**src/rtl/packet_encoder.sv**
```systemverilog
// rtl/packet_encoder.sv - UDP/IPv4/Ethernet frame encoder emitting TX control and data streams.
module packet_encoder #(
    parameter int TTL = 64
) (
    input  logic        aclk,
    input  logic        aresetn,
    input  logic [31:0] s_axis_packet_tdata,
    input  logic [3:0]  s_axis_packet_tstrb,
    input  logic        s_axis_packet_tvalid,
    input  logic        s_axis_packet_tlast,
    output logic        s_axis_packet_tready,
    input  logic [47:0] dest_addr,
    input  logic [47:0] src_addr,
    input  logic [31:0] ip_dest_addr,
    input  logic [31:0] ip_src_addr,
    input  logic [15:0] udp_dest_port,
    input  logic [15:0] udp_src_port,
    input  logic [15:0] payload_len,
    output logic [31:0] m_axis_txc_tdata,
    output logic [3:0]  m_axis_txc_tstrb,
    output logic        m_axis_txc_tvalid,
    output logic        m_axis_txc_tlast,
    input  logic        m_axis_txc_tready,
    output logic [31:0] m_axis_txd_tdata,
    output logic [3:0]  m_axis_txd_tstrb,
    output logic        m_axis_txd_tvalid,
    output logic        m_axis_txd_tlast,
    input  logic        m_axis_txd_tready,
    output logic [31:0] frames_sent
);

    typedef enum logic [2:0] {IDLE, TXC, HDR, PAY, TAIL} state_t;

    localparam logic [7:0] TTL_BYTE = 8'(TTL);

    state_t      state, state_next;
    logic [3:0]  cnt;
    logic [15:0] residue;
    logic [3:0]  tail_strb;
    logic [15:0] ident;
    logic [15:0] csum;

    logic [47:0] dst_q, src_q;
    logic [31:0] ipd_q, ips_q;
    logic [15:0] dport_q, sport_q, len_q;

    logic [15:0]  total_len, udp_len;
    logic [19:0]  csum_sum;
    logic [16:0]  fold1, fold2;
    logic [15:0]  csum_next;
    logic [319:0] hdr_be;
    logic [8:0]   hdr_base;
    logic [31:0]  hdr_chunk;
    logic         txc_fire, txd_fire, frame_done;

    function automatic logic [31:0] lane_mask(input logic [3:0] s);
        return {{8{s[3]}}, {8{s[2]}}, {8{s[1]}}, {8{s[0]}}};
    endfunction

    assign total_len = len_q + 16'd28;
    assign udp_len   = len_q + 16'd8;

    always_comb begin
        csum_sum = 20'h04500 + {4'h0, total_len} + {4'h0, ident} + 20'h04000
                 + {4'h0, TTL_BYTE, 8'h11}
                 + {4'h0, ips_q[31:16]} + {4'h0, ips_q[15:0]}
                 + {4'h0, ipd_q[31:16]} + {4'h0, ipd_q[15:0]};
        fold1     = {1'b0, csum_sum[15:0]} + {13'h0, csum_sum[19:16]};
        fold2     = {1'b0, fold1[15:0]} + {16'h0, fold1[16]};
        csum_next = ~fold2[15:0];
    end

    // Header held big-endian (byte 0 at MSB); each word is byte-swapped so byte 4c lands in lane 0.
    assign hdr_be = {dst_q, src_q, 16'h0800, 16'h4500, total_len, ident, 16'h4000,
                     TTL_BYTE, 8'h11, csum, ips_q, ipd_q, sport_q, dport_q, udp_len};
    assign hdr_base  = {4'd9 - cnt, 5'b00000};
    assign hdr_chunk = hdr_be[hdr_base +: 32];

    assign txc_fire   = m_axis_txc_tvalid & m_axis_txc_tready;
    assign txd_fire   = m_axis_txd_tvalid & m_axis_txd_tready;
    assign frame_done = txd_fire & m_axis_txd_tlast;

    always_ff @(posedge aclk or negedge aresetn) begin
        if (!aresetn) begin
            state <= IDLE;
        end else begin
            state <= state_next;
        end
    end

    always_comb begin
        state_next           = state;
        s_axis_packet_tready = 1'b0;
        m_axis_txc_tdata     = 32'h0;
        m_axis_txc_tstrb     = 4'h0;
        m_axis_txc_tvalid    = 1'b0;
        m_axis_txc_tlast     = 1'b0;
        m_axis_txd_tdata     = 32'h0;
        m_axis_txd_tstrb     = 4'h0;
        m_axis_txd_tvalid    = 1'b0;
        m_axis_txd_tlast     = 1'b0;
        case (state)
            IDLE: begin
                if (s_axis_packet_tvalid) state_next = TXC;
            end
            TXC: begin
                m_axis_txc_tvalid = 1'b1;
                m_axis_txc_tdata  = (cnt == 4'd0) ? 32'hA000_0000 : 32'h0;
                m_axis_txc_tstrb  = 4'hF;
                m_axis_txc_tlast  = (cnt == 4'd5);
                if (m_axis_txc_tready && cnt == 4'd5) state_next = HDR;
            end
            HDR: begin
                m_axis_txd_tvalid = 1'b1;
                m_axis_txd_tdata  = {hdr_chunk[7:0], hdr_chunk[15:8], hdr_chunk[23:16], hdr_chunk[31:24]};
                m_axis_txd_tstrb  = 4'hF;
                if (m_axis_txd_tready && cnt == 4'd9) state_next = PAY;
            end
            PAY: begin
                m_axis_txd_tvalid    = s_axis_packet_tvalid;
                s_axis_packet_tready = m_axis_txd_tready;
                // With contiguous keep, k<=2 exactly when lane 2 is empty.
                if (s_axis_packet_tlast && !s_axis_packet_tstrb[2]) begin
                    m_axis_txd_tstrb = {s_axis_packet_tstrb[1:0], 2'b11};
                    m_axis_txd_tlast = 1'b1;
                end else begin
                    m_axis_txd_tstrb = 4'hF;
                end
                m_axis_txd_tdata = {s_axis_packet_tdata[15:0], residue} & lane_mask(m_axis_txd_tstrb);
                if (s_axis_packet_tvalid && m_axis_txd_tready && s_axis_packet_tlast) begin
                    state_next = s_axis_packet_tstrb[2] ? TAIL : IDLE;
                end
            end
            TAIL: begin
                m_axis_txd_tvalid = 1'b1;
                m_axis_txd_tstrb  = tail_strb;
                m_axis_txd_tlast  = 1'b1;
                m_axis_txd_tdata  = {16'h0, residue} & lane_mask(tail_strb);
                if (m_axis_txd_tready) state_next = IDLE;
            end
            default: state_next = IDLE;
        endcase
    end

    always_ff @(posedge aclk or negedge aresetn) begin
        if (!aresetn) begin
            cnt         <= 4'd0;
            residue     <= 16'h0;
            tail_strb   <= 4'h0;
            ident       <= 16'h0;
            frames_sent <= 32'h0;
            csum        <= 16'h0;
            dst_q       <= 48'h0;
            src_q       <= 48'h0;
            ipd_q       <= 32'h0;
            ips_q       <= 32'h0;
            dport_q     <= 16'h0;
            sport_q     <= 16'h0;
            len_q       <= 16'h0;
        end else begin
            case (state)
                IDLE: begin
                    cnt <= 4'd0;
                    if (s_axis_packet_tvalid) begin
                        dst_q   <= dest_addr;
                        src_q   <= src_addr;
                        ipd_q   <= ip_dest_addr;
                        ips_q   <= ip_src_addr;
                        dport_q <= udp_dest_port;
                        sport_q <= udp_src_port;
                        len_q   <= payload_len;
                    end
                end
                TXC: begin
                    csum <= csum_next;
                    if (txc_fire) cnt <= (cnt == 4'd5) ? 4'd0 : cnt + 4'd1;
                end
                HDR: begin
                    if (txd_fire) begin
                        cnt <= (cnt == 4'd9) ? 4'd0 : cnt + 4'd1;
                        if (cnt == 4'd9) residue <= 16'h0;
                    end
                end
                PAY: begin
                    if (txd_fire) begin
                        residue <= s_axis_packet_tdata[31:16];
                        if (s_axis_packet_tlast && s_axis_packet_tstrb[2]) begin
                            tail_strb <= {2'b00, s_axis_packet_tstrb[3:2]};
                        end
                    end
                end
                default: ;
            endcase
            if (frame_done) begin
                ident       <= ident + 16'd1;
                frames_sent <= frames_sent + 32'd1;
            end
        end
    end

endmodule
```
**config.mk**
```make
export PLATFORM = sky130hd
export DESIGN_NAME = packet_encoder
export DESIGN_NICKNAME = d
export VERILOG_FILES = /design/src/rtl/packet_encoder.sv
export SDC_FILE = /design/constraint.sdc
export NUM_CORES = 1
export LEC_CHECK = 0
export CAP_MARGIN = 20
export CELL_PAD_IN_SITES_DETAIL_PLACEMENT = 0
export CELL_PAD_IN_SITES_GLOBAL_PLACEMENT = 1
export CORE_UTILIZATION = 35
export CTS_CLUSTER_DIAMETER = 40
export DETAILED_ROUTE_END_ITERATION = 10
export GPL_TIMING_DRIVEN = 0
export PLACE_DENSITY_LB_ADDON = 0.1
export SYNTH_ARGS = -nofsm -noshare
export SYNTH_HDL_FRONTEND = slang
export SYNTH_SLANG_ARGS = --single-unit
```
**constraint.sdc**
```tcl
create_clock -name aclk -period 7.3 [get_ports aclk]
set_input_delay 0.73 -clock aclk [delete_from_list [all_inputs] [get_ports aclk]]
set_output_delay 0.73 -clock aclk [all_outputs]
set_load 0.05 [all_outputs]
```
==> results by group <==
Outcome
  – Status: complete, but fails checks
  – Failing checks: DRC, setup timing

Critical path
  – Critical path's slowest cell: fa_1
  – R2R depth: 41
  – Most numerous cell on the critical path: ha_4
  – Worst r2r dst: csum[14]
  – Crit Path Class: reg2reg
  – R2R Setup Slk: -0.67 ns
  – Critical Path AT: 8.47 ns
  – Crit path launch: len_q[3]
  – Critical path peak fanout: 5
  – Reg2reg start: len_q[3]
  – Largest stage delay on the critical path: 0.54 ns
  – Critical Path End Type: register
  – Worst EP required: 7.80 ns
  – Critical path launch point type: register

Cells and area
  – Fillers: 4783
  – Net count, final: 2517
  – P&R area growth vs syn: 39.86%
  – FF/Latch Area: 7436 sq um
  – N_diodes: 0
  – Layout cells sized above 1: 22.02%
  – Multi-input logic area: 10100 sq um

GRT
  – Vias in the first global route: 15.10k
  – Global route total overflow: 0
  – GR Util met3: 5.084%
  – First-pass GRT wire length: 100.5 mm
  – Initial antenna violation count: 2
  – M1 GR Usage: 34.76%
  – M2 GR Usage: 42.62%
  – Largest net degree at the start of global routing: 104
  – GRT Max-Usage Layer: met2
  – GRT Total Usage: 26.03%

Floorplanning
  – Core box area: 51300 sq um
  – Initial Util: 35.41%
  – DIE HEIGHT: 229.8 microns
  – Std cell rows: 83
  – Die ar.: 52810 sq um
  – IO Count: 359
  – Die Wd: 229.8 microns

Synth
  – Yosys warns: 0
  – Yosys top cell area share: 40.92%
  – Post-Synthesis Cell Area: 18160 sq um
  – Count of flip-flops with a built-in enable after synthesis: 0
  – Sequential fraction of the synthesis area: 40.92%
  – Cell taking the most area after synthesis: dfrtp_1
  – #FFs+latches synth: 297
  – Syn_area_per_cell: 10.70 sq um
  – Async SR Flop Fraction: 100.0%
  – Synth area leaders: dfrtp_1, mux2_2, fa_1
  – Synth Flop Type: dfrtp_1
  – Syn Inst Count: 1697
  – Most frequent cell after synthesis: dfrtp_1
  – Commonest cells in the netlist: dfrtp_1, nand2_1, mux2_2, inv_1, o21ai_0
  – Netlist cell types: 82

STA
  – RSZ-0062 raised after global routing: true
  – Final setup margin: -0.6660 ns
  – Final period util: 109.1%
  – Fmax: 125.5 MHz
  – Final setup viols: 12
  – Worst Tran Pin Value: 1.046 ns
  – Max-slew violation count: 0
  – Final hold viol count: 0
  – Clock Skews: 0.02513 ns
  – Fin crit period: 7.966 ns
  – Slew headroom: 30.00%

Clock network
  – Worst-Skew Late Latency: 0.61 ns
  – CTS tree: yes
  – CTS root buffer: clkbuf_16
  – Clk slew on worst S/H paths: 0.05 ns
  – Total CTS buffers: 59
  – CTS Buffer Depth: 3
  – CTS sink cnt: 297
  – H-tree levels: 2

Worst hold path
  – Hold Path Class: reg2reg
  – Hold path depth: 1
  – Hold EP: frames_sent[31]
  – Hold path start: frames_sent[31]

Drt
  – Wire per inst: 23.78 microns
  – Initial DRC count: 884
  – WL final: 68.56 mm
  – Final ANT Viol Nets: 0
  – DRC: 2
  – Via count: 14.61k
  – TritonRoute pass-1 iters: 8
  – Vias per inst: 5.067

Placed design
  – Port-buffer cells: 328
  – Post-DP HPWL: 54.50 mm
  – Pre-CTS setup slack: -2.008 ns
  – GP Congestion: 0.9566

Flow run
  – Max-cap violations: 0
-- worst max-delay path by stage --
stage | end | slack [ns] | depth (start not counted)
4_1_cts | csum[14] | -0.91 | 40
3_3_place_gp | len_q[10] | -8.24 | 1
6_report | csum[14] | -0.67 | 41
3_5_place_dp | csum[14] | -2.01 | 40
2_1_floorplan | csum[14] | -0.12 | 40
5_1_grt | csum[14] | -1.01 | 40
-- per-layer routing --
layer	vias up	part of all wire (%)	wire length [microns]
met1	7297	44	30010
met2	430	47	32530
li1	6767	-	-
met4	0	3.1	2125
met3	113	5.7	3896
met5	-	0	0
-- flip-flops by register name (all words and copies together), names as in the netlist, 32 cells and up --
signal and count:
frames_sent 32, src_q 48, ips_q 32, dst_q 48
ipd_q 32
-- cell usage in the layout, fill, tap and decap left out, drive strengths merged, types with 8 or more instances in the layout --
cell / Yosys / final
fa: 63 / 63
ha: 51 / 51
and2: 8 / 8
dfrtp: 297 / 297
clkinv: 1 / 16
nand4: 21 / 21
a31oi: 14 / 14
nand2: 179 / 179
mux4: 31 / 31
and3: 12 / 12
xnor2: 71 / 71
nor2: 74 / 74
xor2: 36 / 36
o21ai: 139 / 139
a22o: 26 / 26
inv: 146 / 148
a21oi: 27 / 27
mux2i: 41 / 41
clkdlybuf4s50: 0 / 327
buf: 48 / 88
bufinv: 0 / 12
clkbuf: 67 / 140
nand3: 39 / 39
mux2: 172 / 172
conb: 1 / 30
o2111ai: 24 / 24
nor3: 14 / 14
-- cells by family (layout without fill, tap and decap cells) --
group           Yosys count  count (layout)  synth area share, %
simple gates            385             385                9.685
flops                   297             297                40.92
compound gates          287             287                10.41
buf+inv                 262             739                6.434
mux                     244             244                16.84
fa+ha+maj               114             114                10.46
xor+xnor                107             107                5.242
other cells               1              30              0.02065
-- timing repair --
item	in CTS	in global routing
gates resized for setup	62	21
pin swaps	31	26
buffers inserted	25	8
hold buffers	1	0
endpoints found under the hold margin	27	0
endpoints found under the setup margin	16	15
-- through the flow --
step                hold slack (ns)  utilization, %  cells  instance area, sq um   TNS, ns
floorplan                    0.4344               -   1726                 18340   -0.2518
global placement             0.4521           43.81   2734                 22470  -2453.56
detailed placement           0.4522           44.00   2738                 22570    -23.18
CTS                          0.4671           49.21   2874                 25250    -5.870
global route                 0.4790           49.52   2883                 25400    -9.412
finish                       0.4637           49.52   2883                 25400    -4.809
-- area by class of cell --
| class | count | share of cell area (%) |
|---|---|---|
| clock buffers | 75 | 6.487 |
| well taps | 680 | 3.349 |
| inverters | 147 | 2.192 |
| flip-flops and latches | 297 | 29.27 |
| clock inverters | 36 | 2.123 |
| multi-input cells | 1167 | 39.75 |
| plain buffers | 114 | 2.448 |
| repair buffers | 367 | 14.38 |
-- worst max-delay path, delay by kind of cell, from the launching register on --
kind / cells / cell delay, ns
buffers and inverters: 6 / 0.50
AO/OA/AOI/OAI: 10 / 1.44
flip-flops: 1 / 0.40
adder cells (fa/ha/maj): 9 / 3.08
XOR/XNOR: 3 / 0.57
AND/OR/NAND/NOR: 13 / 1.81
Power is not shown: default switching activity piles up to over one toggle a cycle in this logic, so the estimate is an artifact.
